$ cat src/rtl/flipper_ball_collision_pkg.sv
// Shared flipper constants, Q10 trig tables and small helpers used by the
// flipper motion generator and the ball/flipper collision block.
package flipper_pkg;

  localparam int SHIFT_VALUE = 10;
  localparam int XC          = 185;
  localparam int YC          = 400;
  localparam int R           = 80;
  localparam int HIT_DIST    = 12;
  localparam int KICK        = 32;
  localparam int VMAX        = 255;

  typedef logic signed [10:0] vel_t;

  typedef enum logic [2:0] {
    IDLE, LATCH, TRIG, PROJ, CHECK, VDECOMP, VROT, DONE
  } state_t;

  // round(1024*sin(deg)) for 0..90; cos comes from the mirrored index
  localparam logic [10:0] SIN_Q10 [0:90] = '{
    11'd0,    11'd18,   11'd36,   11'd54,   11'd71,   11'd89,   11'd107,  11'd125,
    11'd143,  11'd160,  11'd178,  11'd195,  11'd213,  11'd230,  11'd248,  11'd265,
    11'd282,  11'd299,  11'd316,  11'd333,  11'd350,  11'd367,  11'd384,  11'd400,
    11'd416,  11'd433,  11'd449,  11'd465,  11'd481,  11'd496,  11'd512,  11'd527,
    11'd543,  11'd558,  11'd573,  11'd587,  11'd602,  11'd616,  11'd630,  11'd644,
    11'd658,  11'd672,  11'd685,  11'd698,  11'd711,  11'd724,  11'd737,  11'd749,
    11'd761,  11'd773,  11'd784,  11'd796,  11'd807,  11'd818,  11'd828,  11'd839,
    11'd849,  11'd859,  11'd868,  11'd878,  11'd887,  11'd896,  11'd904,  11'd912,
    11'd920,  11'd928,  11'd935,  11'd943,  11'd949,  11'd956,  11'd962,  11'd968,
    11'd974,  11'd979,  11'd984,  11'd989,  11'd994,  11'd998,  11'd1002, 11'd1005,
    11'd1008, 11'd1011, 11'd1014, 11'd1016, 11'd1018, 11'd1020, 11'd1022, 11'd1023,
    11'd1023, 11'd1024, 11'd1024
  };

  function automatic logic [10:0] sin_q10(input logic [6:0] a);
    return SIN_Q10[int'(a)];
  endfunction

  function automatic logic [10:0] cos_q10(input logic [6:0] a);
    return SIN_Q10[90 - int'(a)];
  endfunction

  function automatic vel_t sat_vel(input logic signed [25:0] v);
    if (v > 26'(VMAX))       return vel_t'(VMAX);
    else if (v < -26'(VMAX)) return vel_t'(-VMAX);
    else                     return v[10:0];
  endfunction

endpackage

$ cat src/rtl/flipper_ball_collision_if.sv
// Frame-rate request/response bundle between the frame logic and the
// collision block: ball state and flipper angle in, velocity result out.
interface flipper_ball_collision_if;
  import flipper_pkg::*;

  logic        SOF;
  logic [10:0] ball_X;
  logic [10:0] ball_Y;
  vel_t        ball_Vx;
  logic [6:0]  alpha;
  vel_t        ball_Vy;
  logic        move;
  logic        done;
  logic        hit;
  vel_t        new_Vx;
  vel_t        new_Vy;

  modport master (
    output SOF, ball_X, ball_Y, ball_Vx, ball_Vy, alpha, move,
    input  done, hit, new_Vx, new_Vy
  );

  modport slave (
    input  SOF, ball_X, ball_Y, ball_Vx, ball_Vy, alpha, move,
    output done, hit, new_Vx, new_Vy
  );

endinterface

$ cat src/rtl/flipper_ball_collision_trig_rom.sv
// Registered Q10 cos/sin lookup; one-cycle latency, angles above 90 read 90.
module trig_rom
  import flipper_pkg::*;
(
  input  logic       clk,
  input  logic [6:0] angle,
  output logic [10:0] cos_q,
  output logic [10:0] sin_q
);

  logic [6:0]  idx;
  logic [10:0] cos_d, sin_d;

  always_comb begin
    idx   = (angle > 7'd90) ? 7'd90 : angle;
    cos_d = cos_q10(idx);
    sin_d = sin_q10(idx);
  end

  always_ff @(posedge clk) begin
    cos_q <= cos_d;
    sin_q <= sin_d;
  end

endmodule

$ cat src/rtl/flipper_ball_collision.sv
// Per-frame ball/flipper contact test and velocity reflection, built around
// one shared 12x12 multiplier and a fixed 16-cycle schedule.
module flipper_ball_collision
  import flipper_pkg::*;
(
  input  logic clk,
  input  logic reset,
  flipper_ball_collision_if.slave bus
);

  typedef logic signed [11:0] op_t;
  typedef logic signed [25:0] acc_t;

  localparam op_t KICK_S = 12'(KICK);

  state_t     state_q, state_d;
  logic [1:0] k_q, k_d;
  vel_t       vx_q, vx_d, vy_q, vy_d;
  logic [6:0] alpha_q, alpha_d;
  logic       move_q, move_d;
  op_t        dx_q, dx_d, dy_q, dy_d;
  acc_t       acc_a_q, acc_a_d, acc_b_q, acc_b_d;
  logic       contact_q, contact_d;
  logic       hit_q, hit_d;
  op_t        vt_q, vt_d, vnp_q, vnp_d;
  logic       done_q, done_d, hit_out_q, hit_out_d;
  vel_t       new_vx_q, new_vx_d, new_vy_q, new_vy_d;

  logic [10:0] cos_r, sin_r;

  trig_rom u_rom (
    .clk   (clk),
    .angle (alpha_q),
    .cos_q (cos_r),
    .sin_q (sin_r)
  );

  op_t                cos_s, sin_s, mul_a, mul_b, vt_w, vn_w;
  logic signed [23:0] prod;
  acc_t               prod_x, acc_a_sh, acc_b_sh;
  logic               kick;

  always_comb begin
    cos_s    = {1'b0, cos_r};
    sin_s    = {1'b0, sin_r};
    acc_a_sh = acc_a_q >>> SHIFT_VALUE;
    acc_b_sh = acc_b_q >>> SHIFT_VALUE;
    vt_w     = acc_a_sh[11:0];
    vn_w     = acc_b_sh[11:0];
    kick     = move_q && (alpha_q != 7'd0);
  end

  // Each 4-cycle phase: k0/k1 build acc_a, k2/k3 build acc_b
  always_comb begin
    mul_a = dx_q;
    mul_b = cos_s;
    case (state_q)
      PROJ: begin
        case (k_q)
          2'd0:    begin mul_a = dx_q; mul_b = cos_s; end
          2'd1:    begin mul_a = dy_q; mul_b = sin_s; end
          2'd2:    begin mul_a = dy_q; mul_b = cos_s; end
          default: begin mul_a = dx_q; mul_b = sin_s; end
        endcase
      end
      VDECOMP: begin
        case (k_q)
          2'd0:    begin mul_a = {vx_q[10], vx_q}; mul_b = cos_s; end
          2'd1:    begin mul_a = {vy_q[10], vy_q}; mul_b = sin_s; end
          2'd2:    begin mul_a = {vy_q[10], vy_q}; mul_b = cos_s; end
          default: begin mul_a = {vx_q[10], vx_q}; mul_b = sin_s; end
        endcase
      end
      VROT: begin
        // k0 reads vt straight from the accumulator; vt_q/vnp_q are loaded on that same edge
        case (k_q)
          2'd0:    begin mul_a = vt_w;  mul_b = cos_s; end
          2'd1:    begin mul_a = vnp_q; mul_b = sin_s; end
          2'd2:    begin mul_a = vt_q;  mul_b = sin_s; end
          default: begin mul_a = vnp_q; mul_b = cos_s; end
        endcase
      end
      default: ;
    endcase
    prod   = mul_a * mul_b;
    prod_x = {{2{prod[23]}}, prod};
  end

  always_comb begin
    state_d   = state_q;
    k_d       = k_q;
    vx_d      = vx_q;
    vy_d      = vy_q;
    alpha_d   = alpha_q;
    move_d    = move_q;
    dx_d      = dx_q;
    dy_d      = dy_q;
    acc_a_d   = acc_a_q;
    acc_b_d   = acc_b_q;
    contact_d = contact_q;
    hit_d     = hit_q;
    vt_d      = vt_q;
    vnp_d     = vnp_q;
    done_d    = 1'b0;
    hit_out_d = 1'b0;
    new_vx_d  = new_vx_q;
    new_vy_d  = new_vy_q;

    case (state_q)
      IDLE: if (bus.SOF) state_d = LATCH;

      LATCH: begin
        vx_d    = bus.ball_Vx;
        vy_d    = bus.ball_Vy;
        alpha_d = (bus.alpha > 7'd90) ? 7'd90 : bus.alpha;
        move_d  = bus.move;
        dx_d    = {1'b0, bus.ball_X} - 12'(XC);
        dy_d    = {1'b0, bus.ball_Y} - 12'(YC);
        state_d = TRIG;
      end

      TRIG: begin
        k_d     = 2'd0;
        state_d = PROJ;
      end

      PROJ, VDECOMP, VROT: begin
        case (k_q)
          2'd0:    acc_a_d = prod_x;
          2'd1:    acc_a_d = (state_q == VROT) ? acc_a_q - prod_x : acc_a_q + prod_x;
          2'd2:    acc_b_d = prod_x;
          default: acc_b_d = (state_q == VROT) ? acc_b_q + prod_x : acc_b_q - prod_x;
        endcase
        if (state_q == VROT && k_q == 2'd0) begin
          hit_d = contact_q && (vn_w > 12'sd0);
          vt_d  = vt_w;
          vnp_d = hit_d ? (-vn_w - (kick ? KICK_S : 12'sd0)) : vn_w;
        end
        k_d = k_q + 2'd1;
        if (k_q == 2'd3) begin
          if (state_q == PROJ)         state_d = CHECK;
          else if (state_q == VDECOMP) state_d = VROT;
          else                         state_d = DONE;
        end
      end

      CHECK: begin
        contact_d = (acc_a_sh >= 26'sd0) && (acc_a_sh <= acc_t'(R)) &&
                    (acc_b_sh >= -acc_t'(HIT_DIST)) && (acc_b_sh <= 26'sd0);
        k_d       = 2'd0;
        state_d   = VDECOMP;
      end

      DONE: begin
        done_d    = 1'b1;
        hit_out_d = hit_q;
        new_vx_d  = hit_q ? sat_vel(acc_a_sh) : vx_q;
        new_vy_d  = hit_q ? sat_vel(acc_b_sh) : vy_q;
        state_d   = IDLE;
      end

      default: state_d = IDLE;
    endcase
  end

  always_ff @(posedge clk) begin
    if (reset) begin
      state_q   <= IDLE;
      k_q       <= '0;
      vx_q      <= '0;
      vy_q      <= '0;
      alpha_q   <= '0;
      move_q    <= 1'b0;
      dx_q      <= '0;
      dy_q      <= '0;
      acc_a_q   <= '0;
      acc_b_q   <= '0;
      contact_q <= 1'b0;
      hit_q     <= 1'b0;
      vt_q      <= '0;
      vnp_q     <= '0;
      done_q    <= 1'b0;
      hit_out_q <= 1'b0;
      new_vx_q  <= '0;
      new_vy_q  <= '0;
    end else begin
      state_q   <= state_d;
      k_q       <= k_d;
      vx_q      <= vx_d;
      vy_q      <= vy_d;
      alpha_q   <= alpha_d;
      move_q    <= move_d;
      dx_q      <= dx_d;
      dy_q      <= dy_d;
      acc_a_q   <= acc_a_d;
      acc_b_q   <= acc_b_d;
      contact_q <= contact_d;
      hit_q     <= hit_d;
      vt_q      <= vt_d;
      vnp_q     <= vnp_d;
      done_q    <= done_d;
      hit_out_q <= hit_out_d;
      new_vx_q  <= new_vx_d;
      new_vy_q  <= new_vy_d;
    end
  end

  assign bus.done   = done_q;
  assign bus.hit    = hit_out_q;
  assign bus.new_Vx = new_vx_q;
  assign bus.new_Vy = new_vy_q;

endmodule

$ cat src/flat_wrapper.sv
// flat-port wrapper written by rule: the top's interface ports become plain ports
module flipper_ball_collision_flat import flipper_pkg::*;
  (clk, reset, bus_SOF, bus_ball_X, bus_ball_Y, bus_ball_Vx, bus_ball_Vy, bus_alpha, bus_move, bus_done, bus_hit, bus_new_Vx, bus_new_Vy);
  flipper_ball_collision_if bus_i ();
  input  logic clk;
  input  logic reset;
  input wire logic [$bits(bus_i.SOF)-1:0] bus_SOF;
  input wire logic [$bits(bus_i.ball_X)-1:0] bus_ball_X;
  input wire logic [$bits(bus_i.ball_Y)-1:0] bus_ball_Y;
  input wire logic [$bits(bus_i.ball_Vx)-1:0] bus_ball_Vx;
  input wire logic [$bits(bus_i.ball_Vy)-1:0] bus_ball_Vy;
  input wire logic [$bits(bus_i.alpha)-1:0] bus_alpha;
  input wire logic [$bits(bus_i.move)-1:0] bus_move;
  output wire logic [$bits(bus_i.done)-1:0] bus_done;
  output wire logic [$bits(bus_i.hit)-1:0] bus_hit;
  output wire logic [$bits(bus_i.new_Vx)-1:0] bus_new_Vx;
  output wire logic [$bits(bus_i.new_Vy)-1:0] bus_new_Vy;
  assign bus_i.SOF = bus_SOF;
  assign bus_i.ball_X = bus_ball_X;
  assign bus_i.ball_Y = bus_ball_Y;
  assign bus_i.ball_Vx = bus_ball_Vx;
  assign bus_i.ball_Vy = bus_ball_Vy;
  assign bus_i.alpha = bus_alpha;
  assign bus_i.move = bus_move;
  assign bus_done = bus_i.done;
  assign bus_hit = bus_i.hit;
  assign bus_new_Vx = bus_i.new_Vx;
  assign bus_new_Vy = bus_i.new_Vy;
  flipper_ball_collision u_core (.clk(clk), .reset(reset), .bus(bus_i));
endmodule
$ cat config.mk
export PLATFORM = sky130hd
export DESIGN_NAME = flipper_ball_collision_flat
export DESIGN_NICKNAME = d
export VERILOG_FILES = /design/src/rtl/flipper_ball_collision_pkg.sv /design/src/rtl/flipper_ball_collision_if.sv /design/src/rtl/flipper_ball_collision_trig_rom.sv /design/src/rtl/flipper_ball_collision.sv /design/src/flat_wrapper.sv
export SDC_FILE = /design/constraint.sdc
export NUM_CORES = 1
export LEC_CHECK = 0
export CORE_ASPECT_RATIO = 2
export CORE_MARGIN = 4
export CORE_UTILIZATION = 60
export DETAILED_ROUTE_END_ITERATION = 7
export PLACE_DENSITY = 0.79
export SYNTH_ARGS = -nofsm -noshare
export SYNTH_HDL_FRONTEND = slang
export SYNTH_SLANG_ARGS = --single-unit
$ cat constraint.sdc
create_clock -name clk -period 15.3 [get_ports clk]
set_clock_uncertainty 0.1 [all_clocks]
set_input_delay 2.295 -clock clk [delete_from_list [all_inputs] [get_ports clk]]
set_output_delay 2.295 -clock clk [all_outputs]
set_load 0.01 [all_outputs]
Word-level counts from Yosys, hierarchy flattened
Memory sizes are Yosys's and may differ from the RTL's. A register that Yosys moved wholly into a read port is not among the register bits.
Cells that the tools add are included.
- register bits: 161
- bits in latches: 0
- memory bits (writable): 0
- bits in read-only memories: 2816
- input bits: 55
- output and inout bits: 24
- logic and storage cells: 108
- memories kept: 2
- add/sub/neg operators: 10
- multiply operators: 1
- div/mod/pow operators: 0
- order comparisons: 11
- equal/unequal tests: 12
- shift-type cells: 0
- multiplexer cells: 28
- bitwise operators: 4
- reduce and logical (&&, ||, !) cells: 22
- memories (memory ; depth ; width ; read ports ; clocked after memory_dff ; wr ports ; line ; text):
    (no name shown) ; 128 ; 11 ; 1 ; 1 ; 0 ; flipper_ball_collision_pkg.sv:36 ; return SIN_Q10[int'(a)];
    (no name shown) ; 128 ; 11 ; 1 ; 1 ; 0 ; flipper_ball_collision_pkg.sv:40 ; return SIN_Q10[90 - int'(a)];
- operator list (kind ; number):
    case mux 26 bit (2 select lines) ; 2
    two-way mux 11 bit ; 8
    adder 26 x 24 -> 26 bit ; 2
    two-way mux 26 bit ; 2
    subtractor 26 x 24 -> 26 bit ; 2
    two-way mux 12 bit ; 3
    case mux 12 bit (3 select lines) ; 1
    greater-than comparator 16 x 9 -> 1 bit, second input constant ; 2
    less-than comparator 16 x 9 -> 1 bit, second input constant ; 2
    NOT 32 bit ; 1
    NOT 7 -> 32 bit ; 1
    multiplier 12 x 12 -> 24 bit ; 1
    case mux 12 bit (2 select lines) ; 1
    case mux 11 bit (2 select lines) ; 1
    case mux 3 bit (6 select lines) ; 1
    >= comparator 16 x 1 -> 1 bit, second input constant ; 1
    >= comparator 16 x 5 -> 1 bit, second input constant ; 1
    less-or-equal comparator 16 x 1 -> 1 bit, second input constant ; 1
    less-or-equal comparator 16 x 8 -> 1 bit, second input constant ; 1
    greater-than comparator 7 bit, second input constant ; 2
    two-way mux 7 bit ; 2
    equality test 3 bit, second input constant ; 4
    greater-than comparator 12 x 1 -> 1 bit, second input constant ; 1
    negator 12 bit ; 1
    other kinds (24) ; 44

Depth between registers and ports, before layout
- depth after elaboration: 8
- depth in mapped cells: 42
- mapped depth without buffers: 38

Modules after synthesis
A second synthesis with hierarchy kept.
- cells, all modules: 2686
- area total of the unflattened synthesis: 20265.7 µm²
- by module, submodules not included (module ; times used ; cells an instance ; area each (µm²) ; seq. area each (µm²)):
    flipper_ball_collision ; 1 ; 2196 ; 16987.5 ; 3223.1
    trig_rom ; 1 ; 490 ; 3278.1 ; 440.4

Worst setup path before layout
OpenSTA, ideal clock, no wires.
- kind: reg2reg
- start point: register u_core.k_q[0]
- end point: register u_core.acc_b_q[25]
- arrival: 9.309 ns
- slack: 5.776 ns
- stages on the path, launching flop included: 41
- buffers on the path: 4
- clock period less this slack: 9.524 ns
- cells stage by stage: dfxtp_1 inv_1 ha_1 buf_2 and3b_1 a21oi_1 clkbuf_1 a221oi_1 o21ai_0 clkbuf_1 nand2_1 fa_1 inv_1 fa_1 fa_1 fa_1 inv_1 fa_1 [5 not listed] o21ai_4 xnor2_1 nor3_1 and3_1 inv_1 o21ai_1 xnor2_1 ha_1 a21o_1 a21o_1 a21o_1 a31o_2 or3_1 o22ai_1 nor3_1 a221o_1 o221a_1 and3_1
- cells in the longest elaborated chain, start to end: 8
- ends and longest elaborated chain (what ; line ; text):
    from (decl) ; flipper_ball_collision.sv:17 ; logic [1:0] k_q, k_d;
    from (signal assigned) ; flipper_ball_collision.sv:188 ; k_q <= k_d;
    equality test 2 x 1 -> 1 bit (tied with other cells) ; - ;
    OR reduction 2 bit (no source line) ; - ;
    two-way mux 12 bit (tied with other cells) ; flipper_ball_collision.sv:67 ; case (k_q)
    case mux 12 bit (3 select lines) / case mux 11 bit (2 select lines) (equally long branches) ; flipper_ball_collision.sv:57 ; case (state_q)
    multiplier 12 x 12 -> 24 bit ; flipper_ball_collision.sv:85 ; prod = mul_a * mul_b;
    subtractor 26 x 24 -> 26 bit / adder 26 x 24 -> 26 bit (equally long branches) ; flipper_ball_collision.sv:132 ; default: acc_b_d = (state_q == VROT) ? acc_b_q + prod_x : acc_b_q - prod_x;
    two-way mux 26 bit ; flipper_ball_collision.sv:132 ;
    case mux 26 bit (2 select lines) ; flipper_ball_collision.sv:128 ; case (k_q)
    to (signal assigned) ; flipper_ball_collision.sv:177 ; acc_b_q <= '0;
    to (signal assigned) ; flipper_ball_collision.sv:196 ; acc_b_q <= acc_b_d;
    to (decl) ; flipper_ball_collision.sv:22 ; acc_t acc_a_q, acc_a_d, acc_b_q, acc_b_d;
Parallel ways exist; a longest one is shown, timed or not.
A chain may end at the register's enable or synchronous reset.

Final worst setup path
- start point: register u_core.k_q[0]
- end point: register u_core.acc_a_q[25]
- cells in the longest elaborated chain, start to end: 8
- ends and longest elaborated chain (what ; line ; text):
    equality test 2 x 1 -> 1 bit (tied with other cells) ; - ;
    OR reduction 2 bit (no source line) ; - ;
    two-way mux 12 bit (tied with other cells) ; flipper_ball_collision.sv:67 ;
    case mux 12 bit (3 select lines) / case mux 11 bit (2 select lines) (equally long branches) ; flipper_ball_collision.sv:57 ;
    multiplier 12 x 12 -> 24 bit ; flipper_ball_collision.sv:85 ;
    adder 26 x 24 -> 26 bit / subtractor 26 x 24 -> 26 bit (equally long branches) ; flipper_ball_collision.sv:130 ; 2'd1: acc_a_d = (state_q == VROT) ? acc_a_q - prod_x : acc_a_q + prod_x;
    two-way mux 26 bit ; flipper_ball_collision.sv:130 ;
    case mux 26 bit (2 select lines) ; flipper_ball_collision.sv:128 ;
    to (signal assigned) ; flipper_ball_collision.sv:176 ; acc_a_q <= '0;
    to (signal assigned) ; flipper_ball_collision.sv:195 ; acc_a_q <= acc_a_d;
    to (decl) ; flipper_ball_collision.sv:22 ;
Parallel ways exist; a longest one is shown, timed or not.

==> key figures <==
Setup path
  – Critical Path Sink Type: flip-flop
  – WS Path Type: flip-flop to flip-flop
  – Crit-path max cell delay: 0.78 ns
  – R2R depth: 36
  – CP max stage cell: xnor2_1
  – Worst Path Required: around 16 ns
  – WP data arrival: 11.90 ns
  – Crit path launch type: flip-flop
  – CP Max Fanout: 16

Clock network
  – # clock sinks: 183
  – CTS tree: yes
  – Clk_lat worst skew: about 0.46 ns
  – CTS root buf: clkbuf_16
  – TritonCTS Buffers: 17
  – Longest Clk Path Bufs: 2
  – Clk pin slew, worst setup/hold paths: 0.08 ns
  – PostCTS Resize Cnt: 0
  – H-tree levels: 4
  – Setup bufs post-CTS: 0
  – Hold_buf cts: 0

STA
  – Worst-margin pin slew: 1.18 ns
  – Setup TNS: 0 ns
  – Achievable frequency: roughly 86 MHz
  – Setup-failing EPs final: 0
  – Worst rel slew slack: a little over a fifth
  – Final worst path period share: 76.2%
  – Period minus WS final: 11.66 ns
  – Pins Over Slew Limit: 0
  – RSZ-0062 raised after global routing: no
  – Hold Vio Cnt, Final: 0

Logic synthesis
  – Warnings, synthesis: 0
  – Simple-Gate Fraction of Synth Area: 18.3%
  – Post-synth ARST share: 0%
  – Synthesized netlist net count: 2966
  – Adder-cell area share of the yosys netlist: 22.6%
  – Synth Area in XOR/XNOR: 4.64%
  – Yosys top cell by area: dfxtp_1
  – FF+latch count, synth: 183
  – Mapped Avg Cell Area: 7.60 um^2
  – Largest family of logic cells by synthesized area: compound AO/OA/AOI/OAI gates
  – Unique masters post-synth: 97
  – Complex-gate fraction of the synthesized area: 25.8%
  – Synth cell count leaders: 321 x nand2_1, 261 x inv_1, 242 x nor2_1
  – Most used flip-flop cell after synthesis: dfxtp_1
  – Post-synth top area share: 18.4%
  – Post-Syn Instances: 2626
  – Synthesized area: between 15000 and 20000 um^2
  – Post-synthesis mux area share: 1.96%
  – Number of synthesized flops with an enable pin: 0
  – Seq/Total Area, Yosys: a little under a fifth
  – Synth top area cells: dfxtp_1 18%, fa_1 13%, ha_1 9.9%, nand2_1 6.0%, a21oi_1 5.6%
  – Cell with the most instances after synthesis: nand2_1

Die
  – Site Rows: between 90 and 100
  – Die Ht: about 270 um
  – Die area: 36400 um^2
  – Starting Density: 60.6%
  – I/O pin count: 79
  – Area of the core: 32900 um^2
  – Die Span X: roughly 140 um

Detailed routing
  – Drt total wl: 66900 um
  – Vias after detailed routing: 19739
  – Via density: 6.51
  – 1st-iter DRT viols: around 1700
  – Remaining DRCs: 0
  – Avg WL per Cell: 22.1 um
  – Pre-antenna DRT Iters: 7
  – Detail Route Antenna Nets: 0

Global routing
  – First-pass GRT wire length: 103000 um
  – GR Overflow Total: 0
  – Grt met1 use: around 36%
  – Met2 usage: between 60% and 70%
  – Vias in the first global route: 19491
  – Initial antenna violation count: 1
  – Met3 GRT Util: 5.25%
  – Top Usage Layer GRT: met2
  – Total GRT Usage: 36.2%
  – Largest net degree at the start of global routing: 108

Hold path
  – Hold Crit Depth: 2
  – Worst min path class: flip-flop to flip-flop

Cells and area
  – ANT cells: 0
  – FF/Latch Area: 3660 um^2
  – Share of cells above drive strength 1: 4.77%
  – Multi-input gate area: 14700 um^2
  – Fill cells: 2876
  – Final #Nets: 2926
  – P&R area growth vs syn: 7.99%

Placed design
  – RePlAce Congestion: 1.02
  – PortBufs: 78
  – DP HPWL: 51500 um

Run status
  – Status: finished, final reports clean

Flow run
  – Max cap viols: 0
-- worst max-delay path: cells and delay by family (launching register included) --
family / cells / cell delay (ns)
AOI/OAI and AO/OA: 9 / 2.79
xor gates and xnor gates: 2 / 1.10
adders and majority gates: 8 / 4.05
buffers and inverters: 5 / 0.35
DFF: 1 / 0.37
muxes: 1 / 0.19
and+or+nand+nor: 11 / 2.57
-- path summary, 6_finish.rpt --
check / startpoint / slack (ns) / to
min reg2reg: u_core.alpha_q[5] / 0.36 / u_core.alpha_q[5]
max: u_core.k_q[0] / 3.64 / u_core.acc_a_q[25]
max reg2reg: u_core.k_q[0] / 3.64 / u_core.acc_a_q[25]
min: u_core.alpha_q[5] / 0.36 / u_core.alpha_q[5]
-- logic make-up (layout without fill, tap and decap cells) --
logic type,Yosys count,after routing
simple gates,815,815
compound gates,767,767
xor+xnor,104,104
buf+inv,436,409
flops,183,183
mux,36,36
fa+ha+maj,285,285
-- layout make-up --
cell class / instances / share of cell area (%)
Clock buffer: 17 / 1.97
Clock inverter: 15 / 0.993
Inverter: 262 / 4.56
Multi-Input combinational cell: 2007 / 68.1
Sequential cell: 183 / 17.0
Tap cell: 432 / 2.51
Timing Repair Buffer: 115 / 4.90
-- cells in the final DEF (no fill, tap or decap), drive strengths merged, types with 32 or more instances in the layout --
cell / synthesis / final
clkdlybuf4s50: 0 / 77
inv: 261 / 269
fa: 127 / 127
o21ai: 123 / 123
o211ai: 47 / 47
buf: 31 / 38
nor2b: 33 / 33
a31oi: 35 / 35
nor3: 62 / 62
a211oi: 87 / 87
xnor2: 64 / 64
ha: 158 / 158
nand2: 322 / 322
a21oi: 228 / 228
dfxtp: 183 / 183
nor2: 243 / 243
nand3: 32 / 32
a21o: 42 / 42
xor2: 40 / 40
-- per-stage QoR --
step	setup WS (ns)	std cells	cell area, um^2	util, %	hold slack, ns
floorplan	5.78	2626	20000	-	0.332
global placement	4.26	2999	20900	63.5	0.344
detailed placement	3.97	2999	20900	63.5	0.347
CTS	3.94	3031	21500	65.4	0.359
global route	3.02	3031	21500	65.4	0.370
finish	3.64	3031	21500	65.4	0.359
-- sequential cells by signal (all words and copies together), names as in the netlist --
register            flops
u_core.bus.new_Vy      11
u_core.move_q           1
u_core.vt_q            12
u_core.vnp_q           12
u_core.vx_q            11
u_core.acc_b_q         26
u_core.acc_a_q         26
u_core.contact_q        1
u_core.hit_q            1
u_core.bus.hit          1
u_core.vy_q            11
u_core.bus.new_Vx      11
u_core.u_rom.cos_q     11
u_core.dy_q            12
u_core.alpha_q          7
u_core.dx_q            12
u_core.bus.done         1
u_core.state_q          3
u_core.u_rom.sin_q     11
u_core.k_q              2
-- routing by layer --
layer  wire (um)  share of wire [%]  up-vias
li1            -                  -     9028
met1       22100                 33     9350
met2       33700                 50      976
met3        3840                5.7      383
met4        7280                 11        2
met5          13              0.019        -
Power is not shown: default switching activity piles up to over one toggle a cycle in this logic, so the estimate is an artifact.
